<file path="src/rtl/ireg_file_pkg.sv">
// rtl/ireg_file_pkg.sv - shared widths and constants for ireg_file (IREG_FILE_BYPASS_EN selects write-back bypass)
package ireg_file_pkg;
    localparam int WORD               = 32;
    localparam int REG_ADDR_W         = 4;
    localparam int DEF_NUM_REGS       = 16;
    localparam int DEF_PC_READ_OFFSET = 8;
    localparam logic [REG_ADDR_W-1:0] PC_REG = 4'd15;
`ifdef IREG_FILE_BYPASS_EN
    localparam bit BYPASS_EN = 1'b1;
`else
    localparam bit BYPASS_EN = 1'b0;
`endif
endpackage

</file>
<file path="src/rtl/ireg_file_scoreboard.sv">
// rtl/ireg_file_scoreboard.sv - pending-write scoreboard with RAW/WAW stall (IREG_FILE_BYPASS_EN releases stall in write-back cycle)
module reg_scoreboard
    import ireg_file_pkg::*;
#(
    parameter int NUM_REGS = DEF_NUM_REGS
) (
    input  logic                  ir_clk,
    input  logic                  ir_rst,
    input  logic [REG_ADDR_W-1:0] rs1_addr,
    input  logic [REG_ADDR_W-1:0] rs2_addr,
    input  logic                  issue_valid,
    input  logic                  issue_writes,
    input  logic [REG_ADDR_W-1:0] issue_rd,
    input  logic                  reg_write_in,
    input  logic [REG_ADDR_W-1:0] write_addr,
    output logic                  stall,
    output logic [4:0]            busy_count,
    output logic                  wb_orphan
);
    logic [NUM_REGS-1:0] busy_q, busy_d, busy_eff, wb_vec, set_vec;
    logic [4:0]          busy_count_q, busy_count_d;
    logic                wb_orphan_q, wb_orphan_d;
    logic                accept, clr_hit;

    always_comb begin
        wb_vec   = reg_write_in ? (NUM_REGS'(1) << write_addr) : '0;
        busy_eff = BYPASS_EN ? (busy_q & ~wb_vec) : busy_q;
        stall    = issue_valid & (busy_eff[rs1_addr] | busy_eff[rs2_addr]
                                  | (issue_writes & busy_eff[issue_rd]));
        accept   = issue_valid & ~stall & issue_writes;
        set_vec  = accept ? (NUM_REGS'(1) << issue_rd) : '0;
        clr_hit  = reg_write_in & busy_q[write_addr];
        // Clear first, then set, so a same-cycle set of the same register wins.
        busy_d       = (busy_q & ~wb_vec) | set_vec;
        busy_count_d = busy_count_q + {4'b0, accept} - {4'b0, clr_hit};
        wb_orphan_d  = wb_orphan_q | (reg_write_in & ~busy_q[write_addr]);
    end

    always_ff @(posedge ir_clk or posedge ir_rst) begin
        if (ir_rst) begin
            busy_q       <= '0;
            busy_count_q <= '0;
            wb_orphan_q  <= 1'b0;
        end else begin
            busy_q       <= busy_d;
            busy_count_q <= busy_count_d;
            wb_orphan_q  <= wb_orphan_d;
        end
    end

    assign busy_count = busy_count_q;
    assign wb_orphan  = wb_orphan_q;
endmodule

</file>
<file path="src/rtl/ireg_file.sv">
// rtl/ireg_file.sv - architectural register file R0-R14 with PC-synthesised R15 (IREG_FILE_BYPASS_EN forwards write_data to reads)
module ireg_file
    import ireg_file_pkg::*;
#(
    parameter int NUM_REGS       = DEF_NUM_REGS,
    parameter int PC_READ_OFFSET = DEF_PC_READ_OFFSET
) (
    input  logic                  ir_clk,
    input  logic                  ir_rst,
    input  logic [REG_ADDR_W-1:0] rs1_addr,
    input  logic [REG_ADDR_W-1:0] rs2_addr,
    output logic [WORD-1:0]       rs1_data,
    output logic [WORD-1:0]       rs2_data,
    input  logic [WORD-1:0]       pc_in,
    input  logic                  issue_valid,
    input  logic                  issue_writes,
    input  logic [REG_ADDR_W-1:0] issue_rd,
    output logic                  stall,
    input  logic                  reg_write_in,
    input  logic [REG_ADDR_W-1:0] write_addr,
    input  logic [WORD-1:0]       write_data,
    output logic [4:0]            busy_count,
    output logic                  wb_orphan
);
    logic [WORD-1:0] regs_q [NUM_REGS-1];
    logic [WORD-1:0] regs_d [NUM_REGS-1];

    function automatic logic [WORD-1:0] read_port(input logic [REG_ADDR_W-1:0] addr);
        if (addr == PC_REG)
            return pc_in + WORD'(PC_READ_OFFSET);
        else if (BYPASS_EN && reg_write_in && write_addr == addr)
            return write_data;
        else
            return regs_q[addr];
    endfunction

    always_comb begin
        regs_d = regs_q;
        // R15 has no storage; its write-back only clears the scoreboard bit.
        if (reg_write_in && write_addr != PC_REG)
            regs_d[write_addr] = write_data;
        rs1_data = read_port(rs1_addr);
        rs2_data = read_port(rs2_addr);
    end

    always_ff @(posedge ir_clk or posedge ir_rst) begin
        if (ir_rst) begin
            for (int i = 0; i < NUM_REGS - 1; i++)
                regs_q[i] <= '0;
        end else begin
            regs_q <= regs_d;
        end
    end

    reg_scoreboard #(.NUM_REGS(NUM_REGS)) u_scoreboard (
        .ir_clk       (ir_clk),
        .ir_rst       (ir_rst),
        .rs1_addr     (rs1_addr),
        .rs2_addr     (rs2_addr),
        .issue_valid  (issue_valid),
        .issue_writes (issue_writes),
        .issue_rd     (issue_rd),
        .reg_write_in (reg_write_in),
        .write_addr   (write_addr),
        .stall        (stall),
        .busy_count   (busy_count),
        .wb_orphan    (wb_orphan)
    );
endmodule

</file>
<file path="config.mk">
export PLATFORM = sky130hd
export DESIGN_NAME = ireg_file
export DESIGN_NICKNAME = d
export VERILOG_FILES = /design/src/rtl/ireg_file_pkg.sv /design/src/rtl/ireg_file_scoreboard.sv /design/src/rtl/ireg_file.sv
export SDC_FILE = /design/constraint.sdc
export NUM_CORES = 1
export LEC_CHECK = 0
export BUFFER_PORTS_ARGS = -buffer_cell sky130_fd_sc_hd__clkbuf_2
export CAP_MARGIN = 0
export CORE_MARGIN = 2
export CORE_UTILIZATION = 55
export CTS_CLUSTER_SIZE = 28
export DETAILED_ROUTE_END_ITERATION = 8
export HOLD_SLACK_MARGIN = 0.02
export PLACE_DENSITY = 0.73
export SLEW_MARGIN = 20
export SYNTH_ARGS = -nofsm -noshare
export SYNTH_HDL_FRONTEND = slang
export SYNTH_HIERARCHICAL = 1
export SYNTH_SLANG_ARGS = --single-unit
</file>
<file path="constraint.sdc">
create_clock -name ir_clk -period 37.7 [get_ports ir_clk]
set_input_delay 3.77 -clock ir_clk [delete_from_list [all_inputs] [get_ports ir_clk]]
set_output_delay 3.77 -clock ir_clk [all_outputs]
set_load 0.03 [all_outputs]
</file>
==> metrics.csv <==
metric,value,unit
Congestion Overflow GR,0,
Yosys warnings,6,
via count,18900,
CTS tree,built,
WP buf/inv,3,
Synth area leader,dfrtp_1,
fin area,0.03111,mm^2
dominant cells by area after synthesis,"dfrtp_1, mux2_2, mux4_2, mux2i_1, o21ai_0",
die span in x,230.2,um
CP endpoint kind,output pin,
hold buffers post-CTS,0,
Post-synth EDFFs,0,
VDD IR max,35.47,uV
maxcap violations,0,
DRC viols,0,
Clock Latency Late Sink,0.60,ns
"Distinct cells, synth",58,
RSZ-0062 raised after global routing,no,
final hold viol count,0,
Max Freq,0.09373,GHz
Slew Limit Headroom,0.2419,
Die H,230.2,um
Met1 Wirelength,31750,um
Routed Antenna Nets,0,
synth-to-layout area growth,10.52,%
kind of critical path,in -> out,
setup bufs post-CTS,0,
Mapped Nets,2093,
highest cell delay on the worst timing path,0.91,ns
CP startpoint kind,input pin,
Post-Route WL,78370,um
starting density of the core,0.5588,
Post-Synthesis Cell Area,0.02815,mm^2
first-pass GRT wire length,120000,um
H-tree depth,2,
Pre-antenna DRT Iters,7,
Mapped Cells,2001,
Synth top cells by count,"dfrtp_1, mux2_2, mux4_2",
uppermost layer routed,met5,
register bit total from synthesis,502,
port bufs,155,
CTS root buffer,clkbuf_16,
ratio of cells with drive above 1 in the final layout,0.4917,
clock skew,0.007494,ns
Pleak,0.01299,uW
initial antenna violation count,2,
number of global-route vias before repair,19730,
Tcrit/Tclk final,0.2830,
worst path arrival time,6.90,ns
critical path required time,33.93,ns
Total GRT Usage,0.2988,
Power Dens Cells,56.64,mW/mm^2
Synth top area share,0.4462,
fin nets,2147,
setup TNS,0,ns
Finished Core Util,0.6176,
pre-CTS WS,27.01,ns
Clock Path Buffers,3,
status,finished clean,
DRT iter0 DRCs,1840,
Met2 Routed Length,38620,um
total die area,0.05301,mm^2
hold crit path type,reg -> reg,
"Primary FF master, synth",dfrtp_1,
Post-Syn Area per Cell,14.07,um^2
Crit path max-delay family,buffers and inverters,
CP cell instances,buf_6 -> buf_4 -> mux4_2 -> nor2b_1 -> a211oi_4 -> o21ai_4 -> o21a_1 -> clkbuf_2,
slowest CP cell,buf_4,
WL per Instance,28.27,um
I/O Pins,156,
setup ws final,27.03,ns
Sink Count,502,
asr flop ratio synth,1.000,
# setup viols final,0,
worst-path fanout max,74,
placed inst area,0.02930,mm^2
post-detail-place hpwl,45920,um
GP Congestion,0.8089,
DR vias/cell,6.820,
largest net degree at the start of global routing,130,
DR WL met3,5216,um
min cycle time layout,10.67,ns
Slew @ Worst Pin,1.137,ns
TritonCTS Buffers,53,
post-CTS sizing,0,
max-slew violations,0,
core area,0.05038,mm^2
row cnt,82,
Clock transition at path regs,0.06,ns
register area share after synthesis,0.4462,
-- cell usage in the layout, fill, tap and decap left out, types with 5 or more instances in the layout --
cell type | Yosys | layout
clkbuf_16 | 0 | 55
o21bai_1 | 5 | 5
clkbuf_8 | 0 | 14
o221ai_1 | 5 | 5
o221a_2 | 9 | 9
and2_1 | 10 | 10
dfrtp_1 | 502 | 502
nor3_1 | 8 | 8
mux4_2 | 215 | 215
ha_1 | 6 | 6
clkbuf_1 | 112 | 11
nand2b_1 | 9 | 6
nand4_1 | 11 | 11
mux2i_1 | 70 | 70
clkbuf_2 | 1 | 148
mux2_2 | 502 | 502
nor2_4 | 0 | 9
a221oi_1 | 22 | 22
nand2_1 | 35 | 34
nand3_1 | 12 | 12
buf_4 | 17 | 36
a21boi_1 | 24 | 24
nor2_1 | 38 | 30
a22oi_1 | 22 | 22
o22ai_1 | 21 | 21
nand3b_1 | 5 | 5
o31ai_1 | 18 | 18
a211oi_1 | 22 | 22
clkinv_2 | 0 | 10
o21ai_0 | 90 | 90
a21oi_1 | 25 | 25
inv_1 | 9 | 8
nor2b_1 | 26 | 25
mux2_1 | 11 | 11
a221o_1 | 5 | 5
xor2_1 | 21 | 21
xnor2_1 | 10 | 10
-- worst paths after layout --
kind | from | end | cells past startpoint | slack [ns]
setup / recovery | rs1_addr[1] | stall | 8 | 27.03
hold / removal | u_scoreboard/wb_orphan | u_scoreboard/wb_orphan | 1 | 0.49
setup reg to reg | u_scoreboard/busy_eff[3] | u_scoreboard/busy_count[4] | 12 | 34.10
hold reg to reg | u_scoreboard/wb_orphan | u_scoreboard/wb_orphan | 1 | 0.49
max in group asynchronous | ir_rst | regs_q[303] | 5 | 31.22
min in group asynchronous | ir_rst | regs_q[253] | 2 | 3.33
-- worst reg2reg max path: stages (launching register included) --
cell and delay, ns:
dfrtp_1 0.43, mux4_1 0.56, mux2_2 0.30, mux2i_4 0.16, o21ai_4 0.18, or3_1 0.41, ha_1 0.29, inv_1 0.04
ha_1 0.20, fa_1 0.44, a21o_1 0.20, a21oi_1 0.18, xnor2_1 0.13
-- registers in the layout (all words and copies together), names as in the netlist --
register                 count
regs_q                     480
u_scoreboard/busy_eff       16
u_scoreboard/busy_count      5
u_scoreboard/wb_orphan       1
-- through the flow --
stage | cells | power (uW) | hold slack [ns]
floorplan | 2001 | 1106 | 0.4752
global placement | 2672 | 1199 | 0.4764
detailed placement | 2672 | 1226 | 0.4832
CTS | 2769 | 1765 | 0.5008
global route | 2770 | 1840 | 0.5283
finish | 2772 | 1762 | 0.4928
-- where the power goes --
group | switching [uW] | internal, uW
Clock | 220 | 319
Sequential | 98.5 | 667
Combinational | 202 | 255
Total | 521 | 1240
-- final cells by class --
class	count	area, um^2
clock buffer	79	1597
tap	672	840.8
sequential	502	12560
antenna	3	7.507
clock inverter	18	201.4
inverter	9	41.29
multi-input combinational	1299	14780
fill	3726	19260
timing repair buffer	190	1085
-- cell families (layout without fill, tap and decap cells) --
group | Yosys count | in the layout | share of synthesized area
AO/OA/AOI/OAI | 283 | 283 | 0.06840
XOR/XNOR | 31 | 31 | 0.009645
adder cells (fa/ha/maj) | 7 | 7 | 0.003378
buffers and inverters | 200 | 296 | 0.03196
flip-flops | 502 | 502 | 0.4462
multiplexers | 803 | 803 | 0.4066
other | 0 | 3 | 0
AND/OR/NAND/NOR | 175 | 175 | 0.03374
-- layer usage --
layer,global-route usage,up-vias
li1,-,7853
met1,0.4015,10120
met3,0.04836,161
met2,0.4908,766
met5,0,-
met4,0.1171,2
No activity file was read; power rests on OpenSTA's default activity.
